<file path="config.mk">
export PLATFORM = sky130hd
export DESIGN_NAME = accel_spi_responder
export DESIGN_NICKNAME = d
export VERILOG_FILES = /design/src/rtl/accel_spi_responder_pkg.sv /design/src/rtl/accel_spi_responder_spi_sync.sv /design/src/rtl/accel_spi_responder.sv
export SDC_FILE = /design/constraint.sdc
export NUM_CORES = 1
export LEC_CHECK = 0
export BUFFER_PORTS_ARGS = -buffer_cell sky130_fd_sc_hd__buf_2
export CORE_MARGIN = 10
export CORE_UTILIZATION = 46
export DETAILED_ROUTE_END_ITERATION = 8
export MAX_ROUTING_LAYER = met4
export PLACE_DENSITY = 0.66
export SLEW_MARGIN = 20
export SYNTH_ARGS = -nofsm -noshare
export SYNTH_HDL_FRONTEND = slang
export SYNTH_SLANG_ARGS = --single-unit
export TNS_END_PERCENT = 1
</file>
<file path="constraint.sdc">
create_clock -name clk -period 7.31 [get_ports clk]
set_input_delay 1.462 -clock clk [delete_from_list [all_inputs] [get_ports clk]]
set_output_delay 1.462 -clock clk [all_outputs]
set_load 0.05 [all_outputs]
</file>
<file path="src/rtl/accel_spi_responder_pkg.sv">
// Shared definitions for the accelerometer-style SPI responder:
// register addresses, reset values and FSM state encoding.
`timescale 1ns/1ps
package accel_spi_responder_pkg;

    typedef enum logic [1:0] {
        ST_IDLE = 2'd0,
        ST_CMD  = 2'd1,
        ST_DATA = 2'd2
    } state_e;

    localparam logic [5:0] ADDR_DEVID       = 6'h00;
    localparam logic [5:0] ADDR_BW_RATE     = 6'h2C;
    localparam logic [5:0] ADDR_POWER_CTL   = 6'h2D;
    localparam logic [5:0] ADDR_DATA_FORMAT = 6'h31;
    localparam logic [5:0] ADDR_DATAX0      = 6'h32;
    localparam logic [5:0] ADDR_DATAX1      = 6'h33;
    localparam logic [5:0] ADDR_DATAY0      = 6'h34;
    localparam logic [5:0] ADDR_DATAY1      = 6'h35;
    localparam logic [5:0] ADDR_DATAZ0      = 6'h36;
    localparam logic [5:0] ADDR_DATAZ1      = 6'h37;

    localparam logic [7:0] RST_BW_RATE     = 8'h0A;
    localparam logic [7:0] RST_POWER_CTL   = 8'h00;
    localparam logic [7:0] RST_DATA_FORMAT = 8'h00;

    function automatic logic is_writable(input logic [5:0] addr);
        return (addr == ADDR_BW_RATE) || (addr == ADDR_POWER_CTL) ||
               (addr == ADDR_DATA_FORMAT);
    endfunction

endpackage

</file>
<file path="src/rtl/accel_spi_responder_spi_sync.sv">
// Multi-flop synchronizer with rise/fall detection on the synchronized level.
`timescale 1ns/1ps
module spi_sync #(
    parameter int   STAGES  = 2,
    parameter logic RST_VAL = 1'b1
) (
    input  logic clk,
    input  logic rst_n,
    input  logic d_in,
    output logic q,
    output logic rise,
    output logic fall
);

    logic [STAGES-1:0] sync_q, sync_d;
    logic              prev_q, prev_d;

    always_comb begin
        sync_d[0] = d_in;
        for (int i = 1; i < STAGES; i++) begin
            sync_d[i] = sync_q[i-1];
        end
        prev_d = sync_q[STAGES-1];
    end

    always_ff @(posedge clk or negedge rst_n) begin
        if (!rst_n) begin
            sync_q <= {STAGES{RST_VAL}};
            prev_q <= RST_VAL;
        end else begin
            sync_q <= sync_d;
            prev_q <= prev_d;
        end
    end

    assign q    = sync_q[STAGES-1];
    assign rise = q & ~prev_q;
    assign fall = ~q & prev_q;

endmodule

</file>
<file path="src/rtl/accel_spi_responder.sv">
// Mode-3 SPI register responder with a small accelerometer-style register map.
//   state   | meaning
//   IDLE    | cs_n high, waiting for a cs_n falling edge
//   CMD     | shifting in the command byte (R/W, MB, address)
//   DATA    | moving data bytes; reads drive sdo, writes update registers
`timescale 1ns/1ps
module accel_spi_responder
    import accel_spi_responder_pkg::*;
#(
    parameter logic [7:0] DEVID       = 8'hE5,
    parameter int         SYNC_STAGES = 2
) (
    input  logic        clk,
    input  logic        rst_n,
    input  logic        sclk,
    input  logic        cs_n,
    input  logic        sdi,
    output logic        sdo,
    output logic        sdo_oe,
    input  logic [15:0] sample_x,
    input  logic [15:0] sample_y,
    input  logic [15:0] sample_z,
    output logic [7:0]  bw_rate,
    output logic [7:0]  data_format,
    output logic        wr_strobe,
    output logic [5:0]  wr_addr,
    output logic [7:0]  wr_data
);

    logic sclk_s, sclk_rise, sclk_fall;
    logic cs_s, cs_rise, cs_fall;

    spi_sync #(.STAGES(SYNC_STAGES), .RST_VAL(1'b1)) u_sync_sclk (
        .clk  (clk),
        .rst_n(rst_n),
        .d_in (sclk),
        .q    (sclk_s),
        .rise (sclk_rise),
        .fall (sclk_fall)
    );

    // Resetting to 0 means a cs_n held low through reset never looks like a
    // falling edge, so the responder waits for a fresh transaction.
    spi_sync #(.STAGES(SYNC_STAGES), .RST_VAL(1'b0)) u_sync_cs (
        .clk  (clk),
        .rst_n(rst_n),
        .d_in (cs_n),
        .q    (cs_s),
        .rise (cs_rise),
        .fall (cs_fall)
    );

    logic [SYNC_STAGES-1:0] sdi_sync_q, sdi_sync_d;
    logic                   sdi_s;

    state_e      state_q, state_d;
    logic [2:0]  bit_cnt_q, bit_cnt_d;
    logic [6:0]  rx_q, rx_d;
    logic [7:0]  tx_q, tx_d;
    logic        rw_q, rw_d;
    logic        mb_q, mb_d;
    logic [5:0]  addr_q, addr_d;
    logic        sdo_q, sdo_d;
    logic        wr_strobe_q, wr_strobe_d;
    logic [5:0]  wr_addr_q, wr_addr_d;
    logic [7:0]  wr_data_q, wr_data_d;
    logic [7:0]  bw_rate_q, bw_rate_d;
    logic [7:0]  power_ctl_q, power_ctl_d;
    logic [7:0]  data_format_q, data_format_d;
    logic [15:0] snap_x_q, snap_x_d;
    logic [15:0] snap_y_q, snap_y_d;
    logic [15:0] snap_z_q, snap_z_d;

    logic        sck_rise, sck_fall, byte_done;
    logic [7:0]  rx_shift;
    logic [5:0]  addr_next, rd_addr;
    logic [7:0]  rd_data;

    always_comb begin
        sdi_sync_d[0] = sdi;
        for (int i = 1; i < SYNC_STAGES; i++) begin
            sdi_sync_d[i] = sdi_sync_q[i-1];
        end
    end
    assign sdi_s = sdi_sync_q[SYNC_STAGES-1];

    assign sck_rise  = sclk_rise & ~cs_s;
    assign sck_fall  = sclk_fall & ~cs_s;
    assign byte_done = (bit_cnt_q == 3'd7);
    assign rx_shift  = {rx_q, sdi_s};
    assign addr_next = mb_q ? addr_q + 6'd1 : addr_q;
    // The tx load address is the fresh command address or the next data address.
    assign rd_addr   = (state_q == ST_CMD) ? rx_shift[5:0] : addr_next;

    always_comb begin
        rd_data = 8'h00;
        case (rd_addr)
            ADDR_DEVID:       rd_data = DEVID;
            ADDR_BW_RATE:     rd_data = bw_rate_q;
            ADDR_POWER_CTL:   rd_data = power_ctl_q;
            ADDR_DATA_FORMAT: rd_data = data_format_q;
            ADDR_DATAX0:      rd_data = snap_x_q[7:0];
            ADDR_DATAX1:      rd_data = snap_x_q[15:8];
            ADDR_DATAY0:      rd_data = snap_y_q[7:0];
            ADDR_DATAY1:      rd_data = snap_y_q[15:8];
            ADDR_DATAZ0:      rd_data = snap_z_q[7:0];
            ADDR_DATAZ1:      rd_data = snap_z_q[15:8];
            default:          rd_data = 8'h00;
        endcase
    end

    always_comb begin
        state_d       = state_q;
        bit_cnt_d     = bit_cnt_q;
        rx_d          = rx_q;
        tx_d          = tx_q;
        rw_d          = rw_q;
        mb_d          = mb_q;
        addr_d        = addr_q;
        sdo_d         = sdo_q;
        wr_strobe_d   = 1'b0;
        wr_addr_d     = wr_addr_q;
        wr_data_d     = wr_data_q;
        bw_rate_d     = bw_rate_q;
        power_ctl_d   = power_ctl_q;
        data_format_d = data_format_q;
        snap_x_d      = snap_x_q;
        snap_y_d      = snap_y_q;
        snap_z_d      = snap_z_q;

        if (cs_rise) begin
            state_d   = ST_IDLE;
            bit_cnt_d = 3'd0;
            sdo_d     = 1'b0;
        end else if (cs_fall) begin
            state_d   = ST_CMD;
            bit_cnt_d = 3'd0;
            rx_d      = 7'd0;
            tx_d      = 8'd0;
            sdo_d     = 1'b0;
            snap_x_d  = sample_x;
            snap_y_d  = sample_y;
            snap_z_d  = sample_z;
        end else begin
            case (state_q)
                ST_CMD: begin
                    if (sck_rise) begin
                        rx_d      = rx_shift[6:0];
                        bit_cnt_d = bit_cnt_q + 3'd1;
                        if (byte_done) begin
                            rw_d    = rx_shift[7];
                            mb_d    = rx_shift[6];
                            addr_d  = rx_shift[5:0];
                            tx_d    = rd_data;
                            state_d = ST_DATA;
                        end
                    end
                end
                ST_DATA: begin
                    if (sck_fall && rw_q) begin
                        sdo_d = tx_q[7];
                        tx_d  = {tx_q[6:0], 1'b0};
                    end
                    if (sck_rise) begin
                        rx_d      = rx_shift[6:0];
                        bit_cnt_d = bit_cnt_q + 3'd1;
                        if (byte_done) begin
                            if (!rw_q && is_writable(addr_q)) begin
                                wr_strobe_d = 1'b1;
                                wr_addr_d   = addr_q;
                                wr_data_d   = rx_shift;
                                case (addr_q)
                                    ADDR_BW_RATE:     bw_rate_d     = rx_shift;
                                    ADDR_POWER_CTL:   power_ctl_d   = rx_shift;
                                    ADDR_DATA_FORMAT: data_format_d = rx_shift;
                                    default:          ;
                                endcase
                            end
                            addr_d = addr_next;
                            if (rw_q) begin
                                tx_d = rd_data;
                            end
                        end
                    end
                end
                default: state_d = ST_IDLE;
            endcase
        end
    end

    always_ff @(posedge clk or negedge rst_n) begin
        if (!rst_n) begin
            sdi_sync_q    <= '0;
            state_q       <= ST_IDLE;
            bit_cnt_q     <= 3'd0;
            rx_q          <= 7'd0;
            tx_q          <= 8'd0;
            rw_q          <= 1'b0;
            mb_q          <= 1'b0;
            addr_q        <= 6'd0;
            sdo_q         <= 1'b0;
            wr_strobe_q   <= 1'b0;
            wr_addr_q     <= 6'd0;
            wr_data_q     <= 8'd0;
            bw_rate_q     <= RST_BW_RATE;
            power_ctl_q   <= RST_POWER_CTL;
            data_format_q <= RST_DATA_FORMAT;
            snap_x_q      <= 16'd0;
            snap_y_q      <= 16'd0;
            snap_z_q      <= 16'd0;
        end else begin
            sdi_sync_q    <= sdi_sync_d;
            state_q       <= state_d;
            bit_cnt_q     <= bit_cnt_d;
            rx_q          <= rx_d;
            tx_q          <= tx_d;
            rw_q          <= rw_d;
            mb_q          <= mb_d;
            addr_q        <= addr_d;
            sdo_q         <= sdo_d;
            wr_strobe_q   <= wr_strobe_d;
            wr_addr_q     <= wr_addr_d;
            wr_data_q     <= wr_data_d;
            bw_rate_q     <= bw_rate_d;
            power_ctl_q   <= power_ctl_d;
            data_format_q <= data_format_d;
            snap_x_q      <= snap_x_d;
            snap_y_q      <= snap_y_d;
            snap_z_q      <= snap_z_d;
        end
    end

    // Mode 3 master: sclk must be idling high when a transaction opens.
    a_mode3_idle: assert property (@(posedge clk) disable iff (!rst_n) cs_fall |-> sclk_s);

    assign sdo_oe      = (state_q == ST_DATA) && rw_q && !cs_s;
    assign sdo         = sdo_oe & sdo_q;
    assign bw_rate     = bw_rate_q;
    assign data_format = data_format_q;
    assign wr_strobe   = wr_strobe_q;
    assign wr_addr     = wr_addr_q;
    assign wr_data     = wr_data_q;

endmodule

</file>
### Word-level counts from Yosys, hierarchy flattened

Cells that the tools add are included.

* register bits: 124
* output and inout bits: 33

* add/sub/neg operators: 2
* equal/unequal tests: 24
* multiplexer cells: 38
* bitwise gates (word level): 13
* reduce and logical (&&, ||, !) cells: 30

Operators with widths (count)
* case mux 8 bit (10 select lines): 1
* equality test 6 bit, second input constant: 12
* 2-to-1 mux 8 bit: 7
* 2-to-1 mux 6 bit: 6
* AND reduction 7 bit: 4
* 2-to-1 mux 7 bit: 3
* case mux 8 bit (2 select lines): 1
* nonzero test 3 bit: 5
* 2-to-1 mux 3 bit: 4
* case mux 6 bit (2 select lines): 1
* 2-to-1 mux 1 bit: 10
* != test 3 bit, second input constant: 3
* 2-to-1 mux 2 bit: 4
* != test 2 bit, second input constant: 4
* != test 4 bit, second input constant: 2
* bitwise AND 1 bit: 7
* adder 6 x 1 -> 6 bit, second input constant: 1
* zero test 6 bit: 1
* NOT 1 bit: 6
* AND reduction 2 bit: 3
* AND reduction 3 bit: 2
* AND reduction 6 bit: 1
* nonzero test 2 bit: 3
* AND reduction 5 bit: 1
* 10 further kinds: 15

### Logic depth before layout (Yosys ltp)

* depth after elaboration: 10
* depth in mapped cells: 12

### Hierarchy

A second synthesis with hierarchy kept.

* cell total of the unflattened synthesis: 526
* area total of the unflattened synthesis: 6013.3 um^2

Modules (own cells, without submodules)
* accel_spi_responder: times used 1, cells each 516, area each 5829.3 um^2
* spi_sync at u_sync_sclk: times used 1, cells each 5, area each 93.8 um^2
* spi_sync at u_sync_cs: times used 1, cells each 5, area each 90.1 um^2

### Least setup slack after synthesis

Ideal clock, no wire load.

* path type: reg-to-output
* start point: register state_q[0]
* end point: output sdo
* data arrival time: 1.813 ns
* required time: 5.848 ns
* slack: 4.035 ns
* cell stages (with the launch flop): 7
* buffers on the path: 3
* path through: dfrtp_1 inv_1 ha_1 clkbuf_1 clkbuf_1 clkbuf_1 and3_1

* word-level cells in the longest chain between the ends: 4

Ends and longest elaborated chain
* from (decl): line accel_spi_responder.sv:56 `state_e state_q, state_d;`
* from (signal assigned): line accel_spi_responder.sv:213 `state_q <= state_d;`
* equality test 2 bit: line accel_spi_responder.sv:236 `assign sdo_oe = (state_q == ST_DATA) && rw_q && !cs_s;`
* logical AND 1 bit (2 in a row): line accel_spi_responder.sv:236
* bitwise AND 1 bit: line accel_spi_responder.sv:237 `assign sdo = sdo_oe & sdo_q;`
* to (decl): line accel_spi_responder.sv:18 `output logic sdo,`

Every way passes these cells.

### Worst setup path in the final report

Ends and elaborated chain as after synthesis.

==> impl_metrics.ini <==
[outcome]
status = completed

[yosys]
async_flop_share = 1.00
syn_area_mm2 = 0.00603
synth_cell_type_count = 63
yosys_warnings = 0
yosysSeqAreaShare = 0.515
synthCells = 527
synth_edf_count = 0
synth_fp_nets = 589
synth_top_cell_area_share = 0.494
synth_flop_cell = dfrtp_1
synth_area_leaders = dfrtp_1, mux2_2, nand2_1
yosys.area.top_type = dfrtp_1
synth_area_per_cell_um2 = 11.4
synth-seq-cells = 124

[routing]
drc_errors = 0
routedWlPerCell_um = 20.8
drtAntennaViolNets = 0
routed_via_density = 5.80
drt_iter0_markers = 393
wirelength_mm = 16.5
dr.pass1.iters = 5
vias = 4609

[clock_network]
clk_latency_ns = 0.42
clock_sinks = 124
clk_pin_slew_ns = 0.05
hold_buffers = 0
post_cts_buffers = 0
cts_buffers = 17
post_cts_resized = 0
cts_tree = done
cts_max_path_buffers = 2
cts-root-buf = clkbuf_16
htreeDepth = 4

[sta]
fin_ws_ns = 3.79
skew_ns = 0.00559
finalCriticalPeriod_ns = 3.52
rsz0062_at_grt = no
finalHoldViolCount = 0
tns_ns = 0
setup_viol = 0
finalCritPeriodShare = 0.482
maxSlewHeadroom = 0.281
tightest_slew_ns = 1.08
drv_slew = 0
timing.fmax_ghz = 0.284

[critical_path]
rr_endpoint = tx_q[4]$_DFFE_PN0P_
crit_type = register to primary output
slowest_delay_ns = 0.65
rr_startpoint = u_sync_cs.sync_q[1]$_DFF_PN0_
critPathMaxFanout = 26
crit_required_ns = 5.85
slowest_stage = ha_1
path_buf_inv = 2
crit_path_start_kind = register
rrSetupSlack_ns = 3.90
path_cells = inv_1 > ha_1 > and3_1 > buf_2
cp_top_family = adder cells
reg2reg_depth = 10
cp_data_arrival_time_ns = 2.06
endpoint_kind = primary output

[global_route]
antenna_found_initial = 0
grt_max_degree = 72
grt_overflow = 0
grtUsageTotal = 0.195
grt_pass1_vias = 4729
grt_pass1_wl_mm = 26.5

[placed_design]
placed_cells = 763
numPortBuffers = 85
post-dp-hpwl_mm = 11.6
place_ws_ns = 3.68
postPlaceCellArea_mm2 = 0.00659
place.gp.congestion = 0.930

[power_and_ir_drop]
powerDensity_mw_per_mm2 = 259
leakage_nw = 3.31
ir_worst_vdd_mv = 0.196

[layout]
area_growth_pct = 19.4
design_area_mm2 = 0.00721
multiInputGateArea_mm2 = 0.00276
final_cells = 794
nets = 672
drive_gt1_frac = 0.368
fillers = 1127
insertedDiodeCount = 0
seq_area_mm2 = 0.00311

[min_path]
min_path_type = register to register
min_path_cells = 0
holdCritStartpoint = sdi_sync_q[0]$_DFF_PN0_
min_delay_worst_endpoint = sdi_sync_q[1]$_DFF_PN0_

[floorplan]
io_pins = 86
die_w_um = 135
die_y_um = 135
initial_utilization = 0.474
die-area_mm2 = 0.0181
rows = 41
core_area_mm2 = 0.0127

[job]
max_cap_violations = 0
[cells in the mapped netlist, drive strengths merged, types with 5 or more instances]
library cell	count
nor2b	6
nor2	22
mux2	91
dfrtp	119
dfstp	5
nand2b	5
nand3	11
o21ai	26
inv	11
a21oi	31
o22ai	5
ha	9
clkbuf	13
a221oi	6
a22oi	8
nor3	6
buf	13
nand2	53
a22o	7
a31oi	8
mux2i	13
[sequential cells by signal, indices dropped and copies added (netlist names), 3 cells and up, named ones only]
| name | cells |
|---|---|
| tx_q | 8 |
| wr_data | 8 |
| bw_rate | 8 |
| bit_cnt_q | 3 |
| snap_z_q | 16 |
| wr_addr | 6 |
| rx_q | 7 |
| power_ctl_q | 8 |
| snap_y_q | 16 |
| snap_x_q | 16 |
| addr_q | 5 |
| data_format | 8 |
[how the worst max path moves through the flow]
stage | from | end | slack, ns | depth (start not counted)
after floorplan | state_q[0]$_DFFE_PN0P_ | sdo | 4.04 | 6
after global placement | state_q[0]$_DFFE_PN0P_ | power_ctl_q[5]$_DFFE_PN0P_ | 3.89 | 8
after detailed placement | state_q[0]$_DFFE_PN0P_ | power_ctl_q[4]$_DFFE_PN0P_ | 3.68 | 8
after CTS | state_q[0]$_DFFE_PN0P_ | power_ctl_q[4]$_DFFE_PN0P_ | 3.65 | 8
after global routing | state_q[0]$_DFFE_PN0P_ | sdo | 3.62 | 4
final | state_q[0]$_DFFE_PN0P_ | sdo | 3.79 | 4
[cell type report]
cell class	count	share of cell area
clock inverter	10	0.0229
multi-input combinational	365	0.382
timing repair buffer	90	0.0646
tap	172	0.0299
inverter	12	0.00625
clock buffer	21	0.0625
sequential	124	0.431
[stage by stage]
step	power (W)	utilization	hold slack [ns]
6_report	0.00186	0.566	0.349
4_1_cts	0.00187	0.566	0.349
3_5_place_dp	0.000988	0.518	0.336
2_1_floorplan	0.000909	-	0.331
5_1_grt	0.00194	0.566	0.364
3_3_place_gp	0.000982	0.518	0.333
[cells by family (layout without fill, tap and decap cells)]
group,Yosys count,after routing,share of synthesized area
AOI/OAI and AO/OA,117,117,0.128
xor gates and xnor gates,1,1,0.00145
adders and majority gates,9,9,0.0187
buffers and inverters,38,133,0.0288
DFF,124,124,0.515
muxes,106,106,0.199
and+or+nand+nor,132,132,0.109
[worst reg2reg max path: stages (launching register included)]
cell and delay [ns]:
dfrtp_1 0.46, inv_1 0.10, ha_2 0.16, buf_4 0.54, clkinv_1 0.56, a311oi_1 0.48
o21ai_0 0.21, a2bb2oi_1 0.30, o21ai_0 0.13, a31oi_1 0.24, a31oi_1 0.11
[routing by layer]
| metal | global-route usage | share of wire | up-vias |
|---|---|---|---|
| li1 | - | - | 2102 |
| met3 | 0.0482 | 0.046 | 24 |
| met5 | - | 0 | - |
| met4 | 0.0647 | 0.018 | 0 |
| met2 | 0.297 | 0.48 | 153 |
| met1 | 0.249 | 0.46 | 2330 |
[cells in the final DEF (no fill, tap or decap), types with 3 or more instances in the layout]
cell type / synthesis / layout
a31oi_1: 8 / 8
nor2b_1: 6 / 6
nor4_1: 3 / 3
nand4_1: 3 / 3
a221oi_1: 6 / 6
a21o_1: 3 / 3
buf_4: 4 / 6
clkinvlp_4: 0 / 3
inv_1: 11 / 11
o21a_1: 4 / 4
o21ai_0: 25 / 25
nand3_1: 11 / 11
clkbuf_1: 12 / 3
nand2_1: 53 / 53
ha_1: 9 / 8
a21oi_1: 31 / 31
dfstp_2: 5 / 5
a22oi_1: 8 / 8
mux2_2: 91 / 91
clkbuf_16: 0 / 17
nor3_1: 6 / 6
buf_2: 6 / 84
dfrtp_1: 119 / 119
a22o_1: 7 / 7
and2_1: 3 / 3
nor2_1: 22 / 21
nand2b_1: 5 / 5
bufinv_16: 0 / 4
or3_1: 3 / 3
mux2i_1: 13 / 13
o22ai_1: 5 / 5
[report_power, final]
| group | switching, W | internal, W |
|---|---|---|
| Combinational | 0.0000992 | 0.0000885 |
| Sequential | 0.0000495 | 0.000741 |
| Clock | 0.000308 | 0.000578 |
Power figures use the tool's default switching activity.
